`config.mk`:
```
export PLATFORM = sky130hd
export DESIGN_NAME = mem_access_stage_flat
export DESIGN_NICKNAME = d
export VERILOG_FILES = /design/src/rtl/mem_access_stage_if.sv /design/src/rtl/mem_access_stage.sv /design/src/flat_wrapper.sv
export SDC_FILE = /design/constraint.sdc
export NUM_CORES = 1
export LEC_CHECK = 0
export BUFFER_PORTS_ARGS = -buffer_cell sky130_fd_sc_hd__buf_2
export CAP_MARGIN = 0
export CORE_ASPECT_RATIO = 0.6
export CORE_MARGIN = 5
export CORE_UTILIZATION = 39
export CTS_CLUSTER_DIAMETER = 40
export DETAILED_ROUTE_END_ITERATION = 6
export PLACE_DENSITY = 0.78
export SYNTH_ARGS = -nofsm -noshare
export SYNTH_HDL_FRONTEND = slang
export SYNTH_SLANG_ARGS = --single-unit
```
`constraint.sdc`:
```
create_clock -name clk -period 1.6 [get_ports clk]
set_input_delay 0.24 -clock clk [delete_from_list [all_inputs] [get_ports clk]]
set_output_delay 0.24 -clock clk [all_outputs]
set_load 0.1 [all_outputs]
```
`src/rtl/mem_access_stage_if.sv`:
```
// Data-memory bus between the MEM stage and the data memory / interconnect.
// master: drives req/we/addr/be/wdata; receives gnt/rvalid/rdata.
// slave : the memory side of the same signals.
interface mem_access_stage_if #(
  parameter int unsigned ADDR_WIDTH = 32
);
  logic                  dmem_req;
  logic                  dmem_we;
  logic [ADDR_WIDTH-1:0] dmem_addr;
  logic [3:0]            dmem_be;
  logic [31:0]           dmem_wdata;
  logic                  dmem_gnt;
  logic                  dmem_rvalid;
  logic [31:0]           dmem_rdata;

  modport master (
    output dmem_req, dmem_we, dmem_addr, dmem_be, dmem_wdata,
    input  dmem_gnt, dmem_rvalid, dmem_rdata
  );

  modport slave (
    input  dmem_req, dmem_we, dmem_addr, dmem_be, dmem_wdata,
    output dmem_gnt, dmem_rvalid, dmem_rdata
  );
endinterface

```
`src/rtl/mem_access_stage.sv`:
```
// Pipeline MEM stage: runs loads/stores on a req/gnt/rvalid data bus, aligns
// store lanes, formats load data, and registers the MEM/WB bundle.
// Ports:
//   clk, reset        clock; synchronous active-low reset
//   i_alu_result ..   execute-stage outputs (address/result, store data, rd, controls)
//   dmem              data-memory bus (master side)
//   o_mem_stall       combinational freeze request to upstream stages
//   o_wb_*            registered writeback bundle
//   o_misalign_err    1-cycle pulse: misaligned access dropped
//   o_bus_err         1-cycle pulse: load response watchdog abort
module mem_access_stage #(
  parameter int unsigned ADDR_WIDTH = 32,
  parameter int unsigned TIMEOUT    = 64
) (
  input  logic                      clk,
  input  logic                      reset,
  input  logic [31:0]               i_alu_result,
  input  logic [31:0]               i_write_data,
  input  logic [4:0]                i_dr_num,
  input  logic [31:0]               i_pc_plus_4,
  input  logic [1:0]                i_result_src,
  input  logic                      i_mem_write,
  input  logic                      i_mem_read,
  input  logic                      i_reg_write,
  input  logic [2:0]                i_funct3,
  mem_access_stage_if.master        dmem,
  output logic                      o_mem_stall,
  output logic [31:0]               o_wb_result,
  output logic [4:0]                o_wb_dr_num,
  output logic                      o_wb_reg_write,
  output logic                      o_misalign_err,
  output logic                      o_bus_err
);

  localparam int unsigned WDOG_W    = (TIMEOUT < 2) ? 1 : $clog2(TIMEOUT);
  localparam int unsigned WDOG_LAST = (TIMEOUT == 0) ? 0 : TIMEOUT - 1;

  typedef enum logic {
    S_IDLE,
    S_WAIT_RESP
  } state_t;

  state_t              r_state;
  state_t              w_state_nxt;
  logic [WDOG_W-1:0]   r_wdog;
  logic [WDOG_W-1:0]   w_wdog_nxt;
  logic [31:0]         r_wb_result;
  logic [4:0]          r_wb_dr_num;
  logic                r_wb_reg_write;
  logic                r_misalign_err;
  logic                r_bus_err;

  logic                w_access;
  logic                w_misaligned;
  logic [1:0]          w_byte_off;
  logic [3:0]          w_be;
  logic [31:0]         w_wdata;
  logic [31:0]         w_shifted;
  logic [31:0]         w_load_data;
  logic [31:0]         w_sel_result;
  logic                w_timeout;
  logic                w_req;
  logic                w_stall;
  logic                w_wb_pass;
  logic                w_wb_load;
  logic                w_err_mis;
  logic                w_err_bus;

  assign w_access   = i_mem_read | i_mem_write;
  assign w_byte_off = i_alu_result[1:0];

  // Size decode: funct3[1:0] 00 byte, 01 half, otherwise word.
  always_comb begin
    w_misaligned = 1'b0;
    w_be         = 4'b1111;
    w_wdata      = i_write_data;
    case (i_funct3[1:0])
      2'b00: begin
        w_be    = 4'b0001 << w_byte_off;
        w_wdata = {4{i_write_data[7:0]}};
      end
      2'b01: begin
        w_misaligned = w_byte_off[0];
        w_be         = w_byte_off[1] ? 4'b1100 : 4'b0011;
        w_wdata      = {2{i_write_data[15:0]}};
      end
      default: begin
        w_misaligned = (w_byte_off != 2'b00);
      end
    endcase
  end

  // Load formatting: move the addressed lane to bit 0, then extend.
  assign w_shifted = dmem.dmem_rdata >> {w_byte_off, 3'b000};

  always_comb begin
    w_load_data = w_shifted;
    case (i_funct3)
      3'b000:  w_load_data = {{24{w_shifted[7]}}, w_shifted[7:0]};
      3'b001:  w_load_data = {{16{w_shifted[15]}}, w_shifted[15:0]};
      3'b100:  w_load_data = {24'd0, w_shifted[7:0]};
      3'b101:  w_load_data = {16'd0, w_shifted[15:0]};
      default: w_load_data = w_shifted;
    endcase
  end

  // Pass-through result; result_src 11 aliases 00, 01 outside a load completion falls back to ALU.
  assign w_sel_result = (i_result_src == 2'b10) ? i_pc_plus_4 : i_alu_result;

  assign w_timeout = (TIMEOUT != 0) && (r_wdog == WDOG_W'(WDOG_LAST));

  // Next-state and control decode.
  always_comb begin
    w_state_nxt = r_state;
    w_wdog_nxt  = r_wdog;
    w_req       = 1'b0;
    w_stall     = 1'b0;
    w_wb_pass   = 1'b0;
    w_wb_load   = 1'b0;
    w_err_mis   = 1'b0;
    w_err_bus   = 1'b0;
    case (r_state)
      S_IDLE: begin
        w_wdog_nxt = '0;
        if (w_access && !w_misaligned) begin
          w_req = 1'b1;
          if (dmem.dmem_gnt && i_mem_write) begin
            w_wb_pass = 1'b1;
          end else if (dmem.dmem_gnt) begin
            w_stall     = 1'b1;
            w_state_nxt = S_WAIT_RESP;
          end else begin
            w_stall = 1'b1;
          end
        end else if (w_access) begin
          w_err_mis = 1'b1;
        end else begin
          w_wb_pass = 1'b1;
        end
      end
      S_WAIT_RESP: begin
        if (dmem.dmem_rvalid) begin
          w_wb_load   = 1'b1;
          w_state_nxt = S_IDLE;
        end else if (w_timeout) begin
          w_err_bus   = 1'b1;
          w_state_nxt = S_IDLE;
        end else begin
          w_stall    = 1'b1;
          w_wdog_nxt = r_wdog + WDOG_W'(1);
        end
      end
      default: begin
        w_state_nxt = S_IDLE;
      end
    endcase
  end

  // State, watchdog and MEM/WB registers; non-loading edges insert a bubble.
  always_ff @(posedge clk) begin
    if (!reset) begin
      r_state        <= S_IDLE;
      r_wdog         <= '0;
      r_wb_result    <= '0;
      r_wb_dr_num    <= '0;
      r_wb_reg_write <= 1'b0;
      r_misalign_err <= 1'b0;
      r_bus_err      <= 1'b0;
    end else begin
      r_state        <= w_state_nxt;
      r_wdog         <= w_wdog_nxt;
      r_misalign_err <= w_err_mis;
      r_bus_err      <= w_err_bus;
      if (w_wb_pass || w_wb_load) begin
        r_wb_result    <= w_wb_load ? w_load_data : w_sel_result;
        r_wb_dr_num    <= i_dr_num;
        r_wb_reg_write <= i_reg_write;
      end else begin
        r_wb_reg_write <= 1'b0;
      end
    end
  end

  // Request and stall are gated by reset so nothing leaks out during reset.
  assign dmem.dmem_req   = reset & w_req;
  assign dmem.dmem_we    = i_mem_write;
  assign dmem.dmem_addr  = {i_alu_result[ADDR_WIDTH-1:2], 2'b00};
  assign dmem.dmem_be    = w_be;
  assign dmem.dmem_wdata = w_wdata;
  assign o_mem_stall     = reset & w_stall;

  assign o_wb_result    = r_wb_result;
  assign o_wb_dr_num    = r_wb_dr_num;
  assign o_wb_reg_write = r_wb_reg_write;
  assign o_misalign_err = r_misalign_err;
  assign o_bus_err      = r_bus_err;

endmodule

```
`src/flat_wrapper.sv`:
```
// flat-port wrapper written by rule: the top's interface ports become plain ports
module mem_access_stage_flat 
#(
  parameter int unsigned ADDR_WIDTH = 32,
  parameter int unsigned TIMEOUT    = 64
)
  (clk, reset, i_alu_result, i_write_data, i_dr_num, i_pc_plus_4, i_result_src, i_mem_write, i_mem_read, i_reg_write, i_funct3, o_mem_stall, o_wb_result, o_wb_dr_num, o_wb_reg_write, o_misalign_err, o_bus_err, dmem_dmem_req, dmem_dmem_we, dmem_dmem_addr, dmem_dmem_be, dmem_dmem_wdata, dmem_dmem_gnt, dmem_dmem_rvalid, dmem_dmem_rdata);
  mem_access_stage_if #(.ADDR_WIDTH(ADDR_WIDTH)) dmem_i ();
  input  logic clk;
  input  logic reset;
  input  logic [31:0] i_alu_result;
  input  logic [31:0] i_write_data;
  input  logic [4:0] i_dr_num;
  input  logic [31:0] i_pc_plus_4;
  input  logic [1:0] i_result_src;
  input  logic i_mem_write;
  input  logic i_mem_read;
  input  logic i_reg_write;
  input  logic [2:0] i_funct3;
  output logic o_mem_stall;
  output logic [31:0] o_wb_result;
  output logic [4:0] o_wb_dr_num;
  output logic o_wb_reg_write;
  output logic o_misalign_err;
  output logic o_bus_err;
  output wire logic [$bits(dmem_i.dmem_req)-1:0] dmem_dmem_req;
  output wire logic [$bits(dmem_i.dmem_we)-1:0] dmem_dmem_we;
  output wire logic [$bits(dmem_i.dmem_addr)-1:0] dmem_dmem_addr;
  output wire logic [$bits(dmem_i.dmem_be)-1:0] dmem_dmem_be;
  output wire logic [$bits(dmem_i.dmem_wdata)-1:0] dmem_dmem_wdata;
  input wire logic [$bits(dmem_i.dmem_gnt)-1:0] dmem_dmem_gnt;
  input wire logic [$bits(dmem_i.dmem_rvalid)-1:0] dmem_dmem_rvalid;
  input wire logic [$bits(dmem_i.dmem_rdata)-1:0] dmem_dmem_rdata;
  assign dmem_dmem_req = dmem_i.dmem_req;
  assign dmem_dmem_we = dmem_i.dmem_we;
  assign dmem_dmem_addr = dmem_i.dmem_addr;
  assign dmem_dmem_be = dmem_i.dmem_be;
  assign dmem_dmem_wdata = dmem_i.dmem_wdata;
  assign dmem_i.dmem_gnt = dmem_dmem_gnt;
  assign dmem_i.dmem_rvalid = dmem_dmem_rvalid;
  assign dmem_i.dmem_rdata = dmem_dmem_rdata;
  mem_access_stage #(.ADDR_WIDTH(ADDR_WIDTH), .TIMEOUT(TIMEOUT)) u_core (.clk(clk), .reset(reset), .i_alu_result(i_alu_result), .i_write_data(i_write_data), .i_dr_num(i_dr_num), .i_pc_plus_4(i_pc_plus_4), .i_result_src(i_result_src), .i_mem_write(i_mem_write), .i_mem_read(i_mem_read), .i_reg_write(i_reg_write), .i_funct3(i_funct3), .dmem(dmem_i), .o_mem_stall(o_mem_stall), .o_wb_result(o_wb_result), .o_wb_dr_num(o_wb_dr_num), .o_wb_reg_write(o_wb_reg_write), .o_misalign_err(o_misalign_err), .o_bus_err(o_bus_err));
endmodule
```
==> flow_metrics.py <==
metrics = {
    "placed_design": {
        "detailed_place_hpwl_mm": 13.7,
        "port_buffers": 253,
        "post_placement_cell_count": 799,
        "routabilityCongestion": 0.934,
        "placed_area_um2": 5940,
    },
    "timing": {
        "period_minus_ws_final_ns": 1.81,
        "finalClockSkew_ns": 0.00311,
        "tns_ns": -1.84,
        "final-hold-violation-count": 0,
        "worst_slew_pin_slew_ns": 0.674,
        "final_max_slew_viol_count": 0,
        "final.period_utilization_pct": 113,
        "finalSetupViolCount": 34,
        "slew_headroom_pct": 55.1,
        "max_clock_freq_mhz": 553,
        "worst_slack_ns": -0.209,
        "setup_repair_after_global_routing_missed_its_margin": "true",
    },
    "synth": {
        "synth.cell_area_um2": 3860,
        "synth_top_area_share_pct": 24.4,
        "synth_seq_cells": 47,
        "yosysWarnings": 0,
        "synth.top_cells.by_area": "sky130_fd_sc_hd__dfxtp_1, sky130_fd_sc_hd__mux2_2, sky130_fd_sc_hd__mux2i_1",
        "synth_area_leader_cell": "sky130_fd_sc_hd__dfxtp_1",
        "synth-seq-area-share_pct": 24.4,
        "yosysUniqueCellTypes": 53,
        "number_of_standard_cells_after_synthesis": 435,
        "fraction_of_registers_with_async_set_reset_pct": 0,
        "synth_enable_flop_cells": 0,
        "synth_area_per_cell_um2": 8.88,
        "synth_ff_type": "sky130_fd_sc_hd__dfxtp_1",
    },
    "drt": {
        "drt-initial-drc-count": 309,
        "drt_pass1_iterations": 5,
        "antenna_violating_nets_post_route": 0,
        "route.detailed.drc": 0,
        "vias_per_cell": 5.58,
        "wl_mm": 17.0,
        "via_count": 4563,
        "route.detailed.wl_per_inst_um": 20.8,
    },
    "clock_tree": {
        "tritoncts.num_buffers": 5,
        "clk_pin_slew_worst_paths_ns": 0.07,
        "cts_htree_levels": 2,
        "cts.hold.buffers_added": 0,
        "clock-root-buffer": "sky130_fd_sc_hd__clkbuf_16",
        "cts.sink_count": 47,
        "tritoncts": "built",
        "ctsLongestPathBuffers": 2,
        "worst_skew_pair.late_latency_ns": 0.29,
    },
    "setup_path": {
        "critPathLaunchType": "register",
        "worst_ep_arrival_time_ns": 1.57,
        "worst_setup_path_end_kind": "primary output",
        "path_class": "register to primary output",
        "max_fo_critical_path": 4,
        "r2r_slack_ns": -0.12,
        "worst-endpoint-required_ns": 1.36,
    },
    "finish": {
        "layout.cells.most_common": "sky130_fd_sc_hd__buf_2",
        "num_antenna_cells": 0,
        "layout-drive-gt1-share_pct": 64.0,
        "final_cell_area_um2": 6460,
        "final_nets": 828,
        "finalNonFillerCells": 818,
        "syn_to_final_growth_pct": 67.2,
        "mostFrequentLayoutCells": "sky130_fd_sc_hd__buf_2, sky130_fd_sc_hd__buf_4, sky130_fd_sc_hd__dfxtp_1",
    },
    "global_route": {
        "first_global_vias": 4595,
        "grt_start_max_net_pins": 57,
        "gr-usage-all-layers_pct": 26.7,
        "globalRoute.totalOverflow": 0,
        "grt_first_pass_wirelength_mm": 25.6,
        "antenna_found_initial": 1,
    },
    "power": {
        "total_power_mw": 5.45,
        "power_leakage_nw": 2.99,
        "ir_drop_uv": 520,
        "p_per_area_nw_per_um2": 844,
    },
    "worst_hold_path": {
        "timing.hold.worst.class": "input port to register",
    },
    "floorplanning": {
        "placement_rows": 28,
        "overall_die_width_um": 138,
        "dieHeight_um": 87.1,
        "io-pin-count": 256,
        "core-area_um2": 9770,
        "initial_utilization_pct": 39.5,
        "area_enclosed_by_the_die_boundary_um2": 12100,
    },
    "run": {
        "max_cap_violations": 0,
    },
    "outcome": {
        "violations": "setup timing",
        "run_status": "complete, but fails checks",
    },
}
[cells in the mapped netlist, drive strengths merged (8+ instances only)]
cell     n
buf     64
dfxtp   47
mux2    46
nand2   43
mux2i   34
o211ai  17
clkbuf  16
nor2    15
nor2b   14
o21ai   14
nand3   12
o221ai  12
a21oi   10
a22oi    8
[metal layers]
layer	wire length (um)	track usage, %	vias up
met1	6860	33.5	2226
met5	11	0	-
met4	325	4.13	2
li1	-	-	2079
met3	1240	5.16	30
met2	8560	49.1	226
[stage by stage]
stage               setup WS (ns)  hold slack, ns  utilization (%)
floorplan                  -0.278           0.393                -
global placement          -0.0968           0.458             60.8
detailed placement         -0.193           0.461             60.8
CTS                        -0.197           0.185             64.0
global route               -0.232           0.194             66.1
finish                     -0.209           0.187             66.1
[power by group]
group          leakage [nW]  switching [mW]  total, mW  internal [mW]
Sequential            0.387          0.0505       1.31           1.26
Combinational          2.54            2.16       3.11          0.953
Clock                0.0669           0.452       1.03          0.578
[flip-flops by register name (all words and copies together) (netlist names)]
| register | cells |
|---|---|
| u_core.o_wb_reg_write | 1 |
| u_core.o_bus_err | 1 |
| u_core.r_wdog | 6 |
| u_core.o_misalign_err | 1 |
| u_core.o_wb_result | 32 |
| u_core.r_state | 1 |
| u_core.o_wb_dr_num | 5 |
[worst paths after layout]
kind	start	endpoint	cells after the start
hold reg to reg	u_core.o_wb_result[12]	u_core.o_wb_result[12]	2
setup / recovery	u_core.r_state	dmem_dmem_req	4
hold / removal	i_reg_write	u_core.o_wb_reg_write	2
setup reg to reg	u_core.r_state	u_core.o_wb_dr_num[2]	7
[worst max-delay path, cell delays in order (launching register included)]
cell                      delay (ns)
sky130_fd_sc_hd__dfxtp_2        0.33
sky130_fd_sc_hd__buf_6          0.12
sky130_fd_sc_hd__or3b_4         0.41
sky130_fd_sc_hd__nor3_4         0.21
sky130_fd_sc_hd__buf_12         0.21
[cells by family after synthesis]
group,Yosys count,share of synthesized area (%)
adders and majority gates,1,0.324
AOI/OAI and AO/OA,105,20.9
xor gates and xnor gates,2,0.454
DFF,47,24.4
and+or+nand+nor,110,13.8
buffers and inverters,82,13.7
other,1,0.0971
muxes,87,26.3
[what timing repair did]
action                     CTS  global route
pin swaps                    8            13
resized for setup           23            34
setup endpoints to repair   12            56
cloned                       1             1
setup buffers                6             6
[layout make-up]
class                           instances  area, um2
Clock buffer                            6        129
Inverter                                2       7.51
Sequential cell                        47        943
Fill cell                             775       3320
Multi-Input combinational cell        307       2800
Timing Repair Buffer                  319       2390
Clock inverter                          2       12.5
Tap cell                              135        169
Note: power is estimated with default switching activity, not from simulation.
